## config.mk

```make
export PLATFORM = sky130hd
export DESIGN_NAME = i2c_byte_master_flat
export DESIGN_NICKNAME = d
export VERILOG_FILES = /design/src/rtl/i2c_pkg.sv /design/src/rtl/i2c_byte_master_if.sv /design/src/rtl/i2c_tick_gen.sv /design/src/rtl/i2c_byte_master.sv /design/src/flat_wrapper.sv
export SDC_FILE = /design/constraint.sdc
export NUM_CORES = 1
export LEC_CHECK = 0
export ABC_CLOCK_PERIOD_IN_PS = 5710
export BUFFER_PORTS_ARGS = -buffer_cell sky130_fd_sc_hd__buf_2
export CORE_MARGIN = 3
export CORE_UTILIZATION = 46
export CTS_BUF_LIST = sky130_fd_sc_hd__clkbuf_8
export CTS_CLUSTER_SIZE = 14
export DETAILED_ROUTE_END_ITERATION = 12
export PLACE_DENSITY = 0.67
export SYNTH_ARGS = -nofsm -noshare
export SYNTH_HDL_FRONTEND = slang
export SYNTH_SLANG_ARGS = --single-unit
```

## constraint.sdc

```tcl
create_clock -name clk -period 5.71 [get_ports clk]
set_clock_uncertainty 0.15 [all_clocks]
set_input_delay 0 -clock clk [delete_from_list [all_inputs] [get_ports clk]]
set_output_delay 0 -clock clk [all_outputs]
set_load 0.005 [all_outputs]
```

## src/rtl/i2c_pkg.sv

```systemverilog
// Shared FSM state codes, R/W constants and slot/quarter counter types for the I2C byte master.
package i2c_pkg;

  typedef logic [3:0] i2c_state_t;
  typedef logic [1:0] i2c_quarter_t;
  typedef logic [2:0] i2c_slot_t;

  localparam i2c_state_t ST_IDLE  = 4'd0;
  localparam i2c_state_t ST_START = 4'd1;
  localparam i2c_state_t ST_ADDR  = 4'd2;
  localparam i2c_state_t ST_AACK  = 4'd3;
  localparam i2c_state_t ST_WDATA = 4'd4;
  localparam i2c_state_t ST_WACK  = 4'd5;
  localparam i2c_state_t ST_RDATA = 4'd6;
  localparam i2c_state_t ST_RNACK = 4'd7;
  localparam i2c_state_t ST_STOP  = 4'd8;

  localparam logic I2C_RW_WRITE = 1'b0;
  localparam logic I2C_RW_READ  = 1'b1;

endpackage

```

## src/rtl/i2c_byte_master_if.sv

```systemverilog
// Sequencer command/status bundle: the sequencer drives the master modport, the byte master sits on slave.
interface i2c_byte_master_if;
  logic [6:0] addr;
  logic       rw;
  logic [7:0] data_in;
  logic       enable;
  logic [7:0] data_out;
  logic       ready;
  logic       ack_err;

  modport master (output addr, rw, data_in, enable, input data_out, ready, ack_err);
  modport slave  (input addr, rw, data_in, enable, output data_out, ready, ack_err);
endinterface

```

## src/rtl/i2c_tick_gen.sv

```systemverilog
// Quarter-bit strobe: one-clock tick every DIV clocks; frozen while hold=1, reset to 0 while clear=1.
module i2c_tick_gen #(
  parameter int DIV = 125
) (
  input  logic clk,
  input  logic reset_n,
  input  logic clear,
  input  logic hold,
  output logic tick
);
  localparam int CW = (DIV > 1) ? $clog2(DIV) : 1;
  localparam logic [CW-1:0] LAST = CW'(DIV - 1);

  logic [CW-1:0] cnt;

  always_ff @(posedge clk or negedge reset_n) begin
    if (!reset_n) begin
      cnt <= '0;
    end else if (clear) begin
      cnt <= '0;
    end else if (!hold) begin
      cnt <= (cnt == LAST) ? '0 : cnt + 1'b1;
    end
  end

  assign tick = !clear && !hold && (cnt == LAST);
endmodule

```

## src/rtl/i2c_byte_master.sv

```systemverilog
// One enable -> START, {addr,rw}, ACK, one data byte, ACK/NACK, STOP; ready low 1+80*DIV clks (1+44*DIV on address NACK), enable ignored while busy.
// Optional I2C_CLK_STRETCH_EN: quarter ticks freeze while SCL is released but held low by a slave.
module i2c_byte_master
  import i2c_pkg::*;
#(
  parameter int CLK_HZ = 50_000_000,
  parameter int I2C_HZ = 100_000
) (
  input  logic                 clk,
  input  logic                 reset_n,
  i2c_byte_master_if.slave     cmd,
  output logic                 i2c_sda_o,
  input  logic                 i2c_sda_i,
  output logic                 i2c_scl_o,
  input  logic                 i2c_scl_i
);
  localparam int DIV = CLK_HZ / (4 * I2C_HZ);

  i2c_state_t   state;
  i2c_quarter_t q;
  i2c_slot_t    bitn;
  logic [7:0]   tx_sr;
  logic [7:0]   wr_byte;
  logic [7:0]   rx_sr;
  logic [7:0]   data_out_q;
  logic         rw_q;
  logic         ready_q;
  logic         ack_err_q;
  logic         tick;
  logic         hold;

`ifdef I2C_CLK_STRETCH_EN
  assign hold = i2c_scl_o && !i2c_scl_i;
`else
  logic unused_scl_i;
  assign unused_scl_i = i2c_scl_i;
  assign hold = 1'b0;
`endif

  i2c_tick_gen #(.DIV(DIV)) u_tick (
    .clk     (clk),
    .reset_n (reset_n),
    .clear   (state == ST_IDLE),
    .hold    (hold),
    .tick    (tick)
  );

  always_ff @(posedge clk or negedge reset_n) begin
    if (!reset_n) begin
      state      <= ST_IDLE;
      q          <= '0;
      bitn       <= '0;
      tx_sr      <= '0;
      wr_byte    <= '0;
      rx_sr      <= '0;
      data_out_q <= 8'h00;
      rw_q       <= I2C_RW_WRITE;
      ready_q    <= 1'b1;
      ack_err_q  <= 1'b0;
    end else if (state == ST_IDLE) begin
      // ready rises one cycle after STOP ends, so an accept is never taken on that cycle
      if (cmd.enable && ready_q) begin
        state     <= ST_START;
        ready_q   <= 1'b0;
        tx_sr     <= {cmd.addr, cmd.rw};
        wr_byte   <= cmd.data_in;
        rw_q      <= cmd.rw;
        ack_err_q <= 1'b0;
        q         <= '0;
        bitn      <= '0;
      end else begin
        ready_q <= 1'b1;
      end
    end else if (tick) begin
      q <= q + 2'd1;
      if (q == 2'd2) begin
        if ((state == ST_AACK || state == ST_WACK) && i2c_sda_i) ack_err_q <= 1'b1;
        if (state == ST_RDATA) rx_sr <= {rx_sr[6:0], i2c_sda_i};
      end
      if (q == 2'd3) begin
        case (state)
          ST_START: state <= ST_ADDR;
          ST_ADDR: begin
            tx_sr <= {tx_sr[6:0], 1'b0};
            bitn  <= bitn + 3'd1;
            if (bitn == 3'd7) state <= ST_AACK;
          end
          ST_AACK: begin
            if (ack_err_q) begin
              state <= ST_STOP;
            end else if (rw_q == I2C_RW_READ) begin
              state <= ST_RDATA;
            end else begin
              state <= ST_WDATA;
              tx_sr <= wr_byte;
            end
          end
          ST_WDATA: begin
            tx_sr <= {tx_sr[6:0], 1'b0};
            bitn  <= bitn + 3'd1;
            if (bitn == 3'd7) state <= ST_WACK;
          end
          ST_RDATA: begin
            bitn <= bitn + 3'd1;
            if (bitn == 3'd7) state <= ST_RNACK;
          end
          ST_RNACK: begin
            if (!ack_err_q) data_out_q <= rx_sr;
            state <= ST_STOP;
          end
          ST_WACK: state <= ST_STOP;
          ST_STOP: state <= ST_IDLE;
          default: state <= ST_IDLE;
        endcase
      end
    end
  end

  // Line levels are decoded from registered state; data bits change only when a slot starts (q0).
  always_comb begin
    i2c_sda_o = 1'b1;
    i2c_scl_o = 1'b1;
    case (state)
      ST_START: begin
        i2c_sda_o = ~q[1];
        i2c_scl_o = (q != 2'd3);
      end
      ST_ADDR, ST_WDATA: begin
        i2c_sda_o = tx_sr[7];
        i2c_scl_o = q[1];
      end
      ST_AACK, ST_WACK, ST_RDATA, ST_RNACK: begin
        i2c_sda_o = 1'b1;
        i2c_scl_o = q[1];
      end
      ST_STOP: begin
        i2c_sda_o = q[1];
        i2c_scl_o = (q != 2'd0);
      end
      default: begin
        i2c_sda_o = 1'b1;
        i2c_scl_o = 1'b1;
      end
    endcase
  end

  assign cmd.ready    = ready_q;
  assign cmd.ack_err  = ack_err_q;
  assign cmd.data_out = data_out_q;
endmodule

```

## src/flat_wrapper.sv

```systemverilog
// flat-port wrapper written by rule: the top's interface ports become plain ports
module i2c_byte_master_flat import i2c_pkg::*;
#(
  parameter int CLK_HZ = 50_000_000,
  parameter int I2C_HZ = 100_000
)
  (clk, reset_n, i2c_sda_o, i2c_sda_i, i2c_scl_o, i2c_scl_i, cmd_addr, cmd_rw, cmd_data_in, cmd_enable, cmd_data_out, cmd_ready, cmd_ack_err);
  i2c_byte_master_if cmd_i ();
  input  logic clk;
  input  logic reset_n;
  output logic i2c_sda_o;
  input  logic i2c_sda_i;
  output logic i2c_scl_o;
  input  logic i2c_scl_i;
  input wire logic [$bits(cmd_i.addr)-1:0] cmd_addr;
  input wire logic [$bits(cmd_i.rw)-1:0] cmd_rw;
  input wire logic [$bits(cmd_i.data_in)-1:0] cmd_data_in;
  input wire logic [$bits(cmd_i.enable)-1:0] cmd_enable;
  output wire logic [$bits(cmd_i.data_out)-1:0] cmd_data_out;
  output wire logic [$bits(cmd_i.ready)-1:0] cmd_ready;
  output wire logic [$bits(cmd_i.ack_err)-1:0] cmd_ack_err;
  assign cmd_i.addr = cmd_addr;
  assign cmd_i.rw = cmd_rw;
  assign cmd_i.data_in = cmd_data_in;
  assign cmd_i.enable = cmd_enable;
  assign cmd_data_out = cmd_i.data_out;
  assign cmd_ready = cmd_i.ready;
  assign cmd_ack_err = cmd_i.ack_err;
  i2c_byte_master #(.CLK_HZ(CLK_HZ), .I2C_HZ(I2C_HZ)) u_core (.clk(clk), .reset_n(reset_n), .cmd(cmd_i), .i2c_sda_o(i2c_sda_o), .i2c_sda_i(i2c_sda_i), .i2c_scl_o(i2c_scl_o), .i2c_scl_i(i2c_scl_i));
endmodule
```

==> impl_metrics.toml <==
[status]
status = "completed"

[worst_setup_path]
cp.arrival_ps = 2700
path_class = "reg -> reg"
crit_path_start_kind = "flop"
rr_startpoint = "u_core.state[1]"
crit_fanout = 16
critPathCaptureType = "flop"
crit_start = "u_core.state[1]"
critPathRequiredTime_ps = 5760

[clocking]
clockBufferDepth = 2
cts_sinks = 51
numCtsBuffers = 5
clk_latency_ps = 310
cts_tree = "done"
htreeDepth = 2
clk_pin_slew_worst_paths_ps = 90
ctsHoldBuffers = 18
clock_tree.root_cell = "clkbuf_8"
postCtsResizedCells = 0
cts_setup_buffers = 0

[yosys]
synth_top_family_by_area = "simple AND/OR/NAND/NOR gates"
synth_ff_type = "dfrtp_1"
netlist_instances = 238
synthTopCellsByArea = "dfrtp_1 (49%), mux2_2 (8.8%), nand2_1 (6.3%), mux2_4 (4.7%), nand3_1 (3.7%)"
ys.warnings.count = 0
synthMuxAreaShare_pct = 14.3
yosys.area.top_type = "dfrtp_1"
async_flop_share_pct = 100
synth_nets = 266
synth_compound_area_share_pct = 7.21
synth_adder_area_share_pct = 3.43
synth_top_area_share_pct = 49.1
seq_area_frac_synth_pct = 50.1
synthSimpleGateAreaFrac_pct = 19.0
synth_edf_count = 0
syn_avg_cell_area_um2 = 10.7
netlist_area_mm2 = 0.00255
yosysUniqueCellTypes = 43
ys_ff_latch = 51
yosys.area_share.xor_xnor_pct = 2.06

[sta]
timing.setup.tns_ps = 0
rsz0062_at_grt = "no"
fin_crit_sh_pct = 46.4
hold_slack_ps = 165
timing.slew.headroom_pct = 56.2
setup_viol = 0
report.final.slew_viol_count = 0
hold_viol_final = 0
worstMarginPinSlew_ps = 654
min_period_ps = 2650
max_freq_mhz = 377

[grt]
grt_usage_pct = 17.9
grt_max_degree = 52
antenna_found_initial = 0
grt_overflow_total = 0
grt_pass1_vias = 1899
grt_pass1_wl_mm = 8.89

[floorplan]
ios = 33
start_util_pct = 48.7
core_mm2 = 0.00524
rows = 26
die_h_um = 80.5
die_area_mm2 = 0.00647
die_w_um = 80.5

[power]
p_leak_nw = 1.50
power.switching_w = 0.000133
ir_drop_v = 0.000130
internal_power_w = 0.000461
p_clk_share_pct = 35.1
p_per_area_mw_per_mm2 = 198
p_seq_share_pct = 60.9
power_w = 0.000594
p_sw_share_pct = 22.3
combPwrFrac_pct = 4.0

[detailed_routing]
via_per_inst = 5.26
first_iter_violations = 151
ant_nets = 0
drcViolationCount = 0
vias = 1878
drt_first_pass_iters = 4
wl_per_cell_um = 14.2
wl_mm = 5.08

[place]
gp_congestion = 0.808
io_buffers = 31
place_hpwl_mm = 3.44

[finish]
utilization_pct = 57.3
final_common_cell = "dfrtp_1"
drive_gt1_share_pct = 26.5
nets = 314
area_delta_synth_final_pct = 17.6
layout_common_cells = "dfrtp_1 (50), nand2_1 (43), buf_2 (31), mux2_2 (20), nand3_1 (19)"
antennaDiodeCount = 0

[hold_path]
min_path_type = "in -> reg"
min_from = "cmd_enable"

[run]
maxCapViolations = 0
synthesized netlist by cell type, types with 4 or more instances:
cell / n
mux2_2: 20
dfrtp_1: 50
o211ai_1: 7
ha_1: 7
nand3_1: 19
nor2_1: 18
inv_1: 6
mux2_4: 8
nand2_1: 43
o21ai_0: 5
a21oi_1: 4
buf_2: 6
layout make-up:
class | instances | area (um2)
clock buffer | 5 | 68.8
clock inverter | 3 | 18.8
fill | 441 | 2240
inverter | 6 | 22.5
multi-input combinational | 171 | 1170
sequential | 51 | 1280
tap | 70 | 87.6
timing repair buffer | 51 | 350
routing by layer:
layer  vias up  part of all wire (%)  global-route usage (%)
li1        923                     -                       -
met1       910                    47                    24.5
met2        38                    48                    28.8
met3         7                   3.2                    3.14
met4         0                   1.5                    6.08
met5         -                     0                       0
logic make-up after synthesis:
| group | count (synthesis) |
|---|---|
| muxes | 30 |
| and+or+nand+nor | 101 |
| AOI/OAI and AO/OA | 27 |
| adders and majority gates | 7 |
| DFF | 51 |
| xor gates and xnor gates | 6 |
| buffers and inverters | 16 |
flip-flops by register name, summed over array words and instances (netlist names):
signal,flops
u_core.cmd.ready,1
u_core.rw_q,1
u_core.bitn,3
u_core.rx_sr,8
u_core.state,4
u_core.tx_sr,8
u_core.cmd.data_out,8
u_core.u_tick.cnt,7
u_core.q,2
u_core.cmd.ack_err,1
u_core.wr_byte,8
power groups by stage:
stage / logic (W) / registers (W) / clock network [W]
detailed placement: 0.0000149 / 0.000369 / 0
finish: 0.0000238 / 0.000362 / 0.000208
CTS: 0.0000243 / 0.000362 / 0.000217
floorplan: 0.000000468 / 0.000369 / 0
global placement: 0.0000148 / 0.000369 / 0
global route: 0.0000270 / 0.000362 / 0.000229
metrics by stage:
| stage | setup WS [ps] | cells | cell area [um2] |
|---|---|---|---|
| 2_1_floorplan | 3710 | 238 | 2550 |
| 3_3_place_gp | 3130 | 331 | 2730 |
| 3_5_place_dp | 3110 | 331 | 2730 |
| 4_1_cts | 3090 | 357 | 3000 |
| 5_1_grt | 2930 | 357 | 3000 |
| 6_report | 3060 | 357 | 3000 |
final timing paths:
kind / end / slack [ps] / cells past startpoint
worst max-delay path: u_core.tx_sr[0] / 3060 / 5
worst min-delay path: u_core.wr_byte[4] / 170 / 4
worst max register to register: u_core.tx_sr[0] / 3060 / 5
worst min register to register: u_core.u_tick.cnt[0] / 340 / 1
max in group asynchronous: u_core.u_tick.cnt[6] / 4810 / 3
min in group asynchronous: u_core.tx_sr[3] / 180 / 3
critical path: stages, from the launching register on:
cell and delay (ps):
dfrtp_1 530, nor4_4 300, buf_4 240, and3_1 560, o21a_2 420, mux2_4 330
No activity file was read; power rests on OpenSTA's default activity.
